### src/rtl/matrix_feeder.sv
// rtl/matrix_feeder.sv - buffers 2*m*n host elements and replays them to matrix_mult
// after a start pulse and GAP idle cycles, then waits for done before refilling.
module matrix_feeder #(
  parameter int DW  = 8,
  parameter int m   = 8,
  parameter int n   = 8,
  parameter int GAP = 1
) (
  input  logic          clk,
  input  logic          reset,
  input  logic [DW-1:0] in_data,
  input  logic          in_valid,
  output logic          in_ready,
  output logic          mm_start,
  output logic [DW-1:0] mm_data,
  input  logic          mm_done,
  output logic          busy,
  output logic [15:0]   frames
);

  localparam int N  = 2 * m * n;
  localparam int CW = (N > 1) ? $clog2(N) : 1;
  localparam int GW = (GAP > 0) ? $clog2(GAP + 1) : 1;
  localparam logic [CW-1:0] LAST     = CW'(N - 1);
  localparam logic [GW-1:0] GAP_LAST = GW'(GAP - 1);

  typedef enum logic [2:0] {
    S_FILL,
    S_START,
    S_GAP,
    S_STREAM,
    S_WAIT
  } state_t;

  state_t          state_q, state_d;
  logic [CW-1:0]   wr_cnt_q, wr_cnt_d;
  logic [CW-1:0]   rd_cnt_q, rd_cnt_d;
  logic [GW-1:0]   gap_cnt_q, gap_cnt_d;
  logic [15:0]     frames_q, frames_d;
  logic [DW-1:0]   buf_q [N];
  logic [DW-1:0]   buf_d [N];

  always_comb begin
    state_d   = state_q;
    wr_cnt_d  = wr_cnt_q;
    rd_cnt_d  = rd_cnt_q;
    gap_cnt_d = gap_cnt_q;
    frames_d  = frames_q;
    buf_d     = buf_q;
    case (state_q)
      S_FILL: begin
        if (in_valid) begin
          buf_d[wr_cnt_q] = in_data;
          if (wr_cnt_q == LAST) begin
            wr_cnt_d = '0;
            state_d  = S_START;
          end else begin
            wr_cnt_d = wr_cnt_q + 1'b1;
          end
        end
      end
      S_START: begin
        gap_cnt_d = '0;
        state_d   = (GAP > 0) ? S_GAP : S_STREAM;
      end
      S_GAP: begin
        if (gap_cnt_q == GAP_LAST) begin
          gap_cnt_d = '0;
          state_d   = S_STREAM;
        end else begin
          gap_cnt_d = gap_cnt_q + 1'b1;
        end
      end
      S_STREAM: begin
        if (rd_cnt_q == LAST) begin
          rd_cnt_d = '0;
          state_d  = S_WAIT;
        end else begin
          rd_cnt_d = rd_cnt_q + 1'b1;
        end
      end
      S_WAIT: begin
        // done is only honoured here; earlier pulses belong to no frame
        if (mm_done) begin
          frames_d = frames_q + 16'd1;
          state_d  = S_FILL;
        end
      end
      default: state_d = S_FILL;
    endcase
  end

  always_ff @(posedge clk) begin
    if (reset) begin
      state_q   <= S_FILL;
      wr_cnt_q  <= '0;
      rd_cnt_q  <= '0;
      gap_cnt_q <= '0;
      frames_q  <= '0;
    end else begin
      state_q   <= state_d;
      wr_cnt_q  <= wr_cnt_d;
      rd_cnt_q  <= rd_cnt_d;
      gap_cnt_q <= gap_cnt_d;
      frames_q  <= frames_d;
    end
  end

  // Buffer contents are don't-care after reset, so no reset branch.
  always_ff @(posedge clk) begin
    buf_q <= buf_d;
  end

  assign in_ready = (state_q == S_FILL);
  assign busy     = (state_q != S_FILL);
  assign mm_start = (state_q == S_START);
  assign mm_data  = (state_q == S_STREAM) ? buf_q[rd_cnt_q] : '0;
  assign frames   = frames_q;

endmodule

### config.mk
export PLATFORM = sky130hd
export DESIGN_NAME = matrix_feeder
export DESIGN_NICKNAME = d
export VERILOG_FILES = /design/src/rtl/matrix_feeder.sv
export SDC_FILE = /design/constraint.sdc
export NUM_CORES = 1
export LEC_CHECK = 0
export ABC_CLOCK_PERIOD_IN_PS = 2800
export CORE_MARGIN = 4
export CORE_UTILIZATION = 25
export DETAILED_ROUTE_END_ITERATION = 6
export PLACE_DENSITY = 0.5
export SYNTH_ARGS = -nofsm -noshare
export SYNTH_HDL_FRONTEND = slang
export SYNTH_SLANG_ARGS = --single-unit
### constraint.sdc
create_clock -name clk -period 2.8 [get_ports clk]
set_input_delay 0.56 -clock clk [delete_from_list [all_inputs] [get_ports clk]]
set_output_delay 0.56 -clock clk [all_outputs]
set_load 0.01 [all_outputs]
==> flow_metrics.env <==
export IMPL_cts_made_buffers=112
export IMPL_post_route_worst_setup_slack_ns=-1.139
export IMPL_worst_r2r_cell_count=8
export IMPL_drt_iter0_drc=2007
export IMPL_detail_route_drc_violations=0
export IMPL_final_period_minus_worst_setup_slack_ns=3.939
export IMPL_dp_worst_setup_slack_ns=-1.403
export IMPL_whs_endpoint="buf_q[901]"
export IMPL_post_route_cells_drive_above_1_share_pct=36.37
export IMPL_syn_to_final_growth_pct=27.21
export IMPL_power_switching_fraction_pct=19.82
export IMPL_holdPathStages=1
export IMPL_ys_seq_elements=1057
export IMPL_netlist_area_sq_mm=0.04167
export IMPL_leakage_nw=16.70
export IMPL_arrival_ns=3.38
export IMPL_clock_tree_root_cell="sky130_fd_sc_hd__clkbuf_16"
export IMPL_synth_fp_nets=2194
export IMPL_critPathSlowestCell="sky130_fd_sc_hd__mux4_2"
export IMPL_yosys_most_used_dff="sky130_fd_sc_hd__edfxtp_1"
export IMPL_post_route_period_util_pct=140.7
export IMPL_cts_htree_levels=3
export IMPL_fmax_mhz=253.9
export IMPL_routedWlPerCell_um=23.35
export IMPL_end_kind="output port"
export IMPL_cts_clk_slew_worst_paths_ns=0.07
export IMPL_ys_seq_area_share_pct=75.37
export IMPL_grt_antenna_before_repair=1
export IMPL_fillCellCount=15780
export IMPL_finalWeightedCongestion=0.8313
export IMPL_slew_violations=0
export IMPL_worstPathMaxFanout=5
export IMPL_hold_path_class="input port to flip-flop"
export IMPL_sequential_cell_area_sq_mm=0.03142
export IMPL_status="finished, violations left"
export IMPL_design_core_area_sq_mm=0.1654
export IMPL_worst_clock_skew_ns=0.02026
export IMPL_max_slew_margin_pct=50.45
export IMPL_p_seq_share_pct=52.5
export IMPL_finalWirelength_um=115900
export IMPL_regToRegEndpoint="buf_q[136]"
export IMPL_number_of_global_route_vias_before_repair=23610
export IMPL_stdcell_area_sq_mm=0.05301
export IMPL_first_pass_iters=7
export IMPL_synth_async_sr_flop_share_pct=0
export IMPL_critPathRequiredTime_ns=2.24
export IMPL_clkPwrFrac_pct=45.8
export IMPL_synth_top_area_share_pct=73.79
export IMPL_grt_max_degree=129
export IMPL_global_route_wire_length_before_repair_um=167500
export IMPL_pwr_share_comb_pct=1.7
export IMPL_globalRoute_totalOverflow=0
export IMPL_worst_pin_slew_ns=0.7433
export IMPL_port_buffer_count=38
export IMPL_critical_path_n_buffers_inverters=5
export IMPL_synth_edf_count=1024
export IMPL_detail_route_antenna_nets=0
export IMPL_tritoncts_clock_tree="yes"
export IMPL_synthesis_area_per_instance_sq_um=19.13
export IMPL_netlist_instances=2179
export IMPL_clk_latency_ns=0.69
export IMPL_cpLargestDelayFamily="multiplexers"
export IMPL_finalSetupViolations=8
export IMPL_fin_worst_hold_slack_ns=0.3024
export IMPL_final_hold_viol_count=0
export IMPL_die_outline_area_sq_mm=0.1733
export IMPL_ys_warn_count=0
export IMPL_worst_path_stages=11
export IMPL_post_synth_main_area_contributors="sky130_fd_sc_hd__edfxtp_1 (74%), sky130_fd_sc_hd__mux4_2 (8.9%), sky130_fd_sc_hd__mux2i_1 (2.7%), sky130_fd_sc_hd__mux2_2 (2.1%), sky130_fd_sc_hd__nor2_1 (1.6%)"
export IMPL_antenna_cells=0
export IMPL_power_internal_mw=26.52
export IMPL_net_switching_power_mw=6.554
export IMPL_clock_sinks=1057
export IMPL_rr_startpoint="state_q[0]"
export IMPL_cellPowerDensity_mw_per_mm2=623.8
export IMPL_post_dp_cell_area_sq_mm=0.04794
export IMPL_violations="negative setup slack"
export IMPL_avgViaCountPerCell=4.578
export IMPL_footprint_of_the_multi_input_gates_sq_mm=0.01016
export IMPL_num_vias=22720
export IMPL_grt_setup_unrepaired="yes"
export IMPL_worstPathCellList="buf_12 > buf_12 > buf_4 > mux4_2 > mux2_2 > a221oi_2 > buf_4 > o311a_4 > nor2_2 > o2111a_2 > buf_6"
export IMPL_ir_drop_mv=0.5346
export IMPL_synth_area_leader="sky130_fd_sc_hd__edfxtp_1"
export IMPL_setup_worst_path_start_class="flip-flop"
export IMPL_initial_util_pct=25.20
export IMPL_yosys_cell_count_top_type="sky130_fd_sc_hd__edfxtp_1"
export IMPL_dieWidth_um=416.3
export IMPL_worstSetupPathType="flip-flop to output port"
export IMPL_placement_rows=149
export IMPL_groute_usage_overall_pct=13.09
export IMPL_hpwl_um=76790
export IMPL_maxCapViolations=0
export IMPL_boundaryPins=39
export IMPL_r2r_slack_ns=0.46
export IMPL_chipHeight_um=416.3
export IMPL_final_nets=2692
export IMPL_critical_path_max_stage_delay_ns=0.50
export IMPL_ctsLongestPathBuffers=3
export IMPL_min_delay_start="in_data[5]"
export IMPL_synth_commonest_cells="sky130_fd_sc_hd__edfxtp_1 (1,024), sky130_fd_sc_hd__nor2_1 (178), sky130_fd_sc_hd__mux4_2 (165)"
export IMPL_yosysUniqueCellTypes=62
[power groups by stage]
| stage | Combinational [mW] | Clock [mW] | Sequential [mW] |
|---|---|---|---|
| after floorplan | 0.0777 | 0 | 17.7 |
| after global placement | 0.524 | 0 | 17.7 |
| after detailed placement | 0.545 | 0 | 17.7 |
| after CTS | 0.562 | 15.5 | 17.4 |
| after global routing | 0.586 | 16.1 | 17.4 |
| final | 0.550 | 15.2 | 17.4 |
[timing repair]
item / in CTS / in global routing
hold buffers: 0 / 0
pin swaps: 40 / 22
setup endpoints to repair: 11 / 9
buffers inserted: 26 / 8
resized for setup: 186 / 28
gates cloned: 7 / 0
[routing by layer]
metal	track usage [%]	vias to the layer above	part of all wire [%]
met5	0	-	0
met4	3.684	0	2.8
met3	1.935	158	4.9
met2	22.26	599	49
met1	17.41	12050	43
li1	-	9914	-
[flip-flops by register name, summed over array words and instances, names as in the netlist]
name / flops
buf_q: 1024
frames: 16
rd_cnt_q: 7
wr_cnt_q: 7
state_q: 3
[cell type report]
class | instances | share of cell area (%)
Timing Repair Buffer | 507 | 9.207
Multi-Input combinational cell | 991 | 19.16
Tap cell | 2189 | 5.166
Inverter | 8 | 0.05664
Clock buffer | 127 | 5.513
Clock inverter | 84 | 1.621
Sequential cell | 1057 | 59.27
[logic make-up (layout without fill, tap and decap cells)]
family,Yosys count,in the layout,synth area share [%]
AO/OA/AOI/OAI,247,247,4.341
XOR/XNOR,16,16,0.3363
adder cells (fa/ha/maj),3,3,0.09008
buffers and inverters,131,726,1.789
flip-flops,1057,1057,75.37
multiplexers,364,364,14.24
AND/OR/NAND/NOR,361,361,3.831
[through the flow]
step	power (mW)	util (%)	TNS, ns	instances
after floorplan	17.78	-	0	2179
after global placement	18.22	28.99	-9.025	4717
after detailed placement	18.24	28.99	-9.089	4717
after CTS	33.39	31.96	-9.548	4957
after global routing	34.07	32.06	-9.567	4963
final	33.07	32.06	-8.810	4963
[placed cells by master, fill, tap and decap left out, types with 9 or more instances in the layout]
master / Yosys / layout
sky130_fd_sc_hd__clkinv_2: 0 / 28
sky130_fd_sc_hd__clkinv_1: 1 / 27
sky130_fd_sc_hd__o22ai_1: 19 / 17
sky130_fd_sc_hd__edfxtp_1: 1024 / 1024
sky130_fd_sc_hd__a221oi_1: 32 / 20
sky130_fd_sc_hd__buf_12: 0 / 52
sky130_fd_sc_hd__nor2_1: 178 / 171
sky130_fd_sc_hd__clkbuf_1: 49 / 12
sky130_fd_sc_hd__o211ai_1: 13 / 13
sky130_fd_sc_hd__nor2b_1: 23 / 22
sky130_fd_sc_hd__buf_6: 12 / 29
sky130_fd_sc_hd__dfxtp_1: 33 / 28
sky130_fd_sc_hd__mux2i_1: 114 / 104
sky130_fd_sc_hd__a22oi_2: 0 / 11
sky130_fd_sc_hd__o21ai_0: 26 / 25
sky130_fd_sc_hd__nand4_1: 11 / 11
sky130_fd_sc_hd__a22oi_1: 27 / 16
sky130_fd_sc_hd__buf_4: 19 / 390
sky130_fd_sc_hd__mux4_2: 165 / 170
sky130_fd_sc_hd__a21oi_1: 40 / 36
sky130_fd_sc_hd__nor3_1: 10 / 9
sky130_fd_sc_hd__nand3_1: 22 / 22
sky130_fd_sc_hd__mux2_2: 77 / 71
sky130_fd_sc_hd__clkdlybuf4s50_1: 0 / 21
sky130_fd_sc_hd__bufinv_16: 0 / 17
sky130_fd_sc_hd__nand2_1: 76 / 74
sky130_fd_sc_hd__clkbuf_16: 0 / 115
sky130_fd_sc_hd__xor2_1: 9 / 9
sky130_fd_sc_hd__a211oi_1: 13 / 11
[how the worst max path moves through the flow]
stage,start,to
after floorplan,rd_cnt_q[0],mm_data[7]
after global routing,rd_cnt_q[0],mm_data[4]
after detailed placement,rd_cnt_q[0],mm_data[3]
final,rd_cnt_q[0],mm_data[0]
after CTS,rd_cnt_q[0],mm_data[2]
after global placement,rd_cnt_q[0],mm_data[3]
Power figures use the tool's default switching activity.
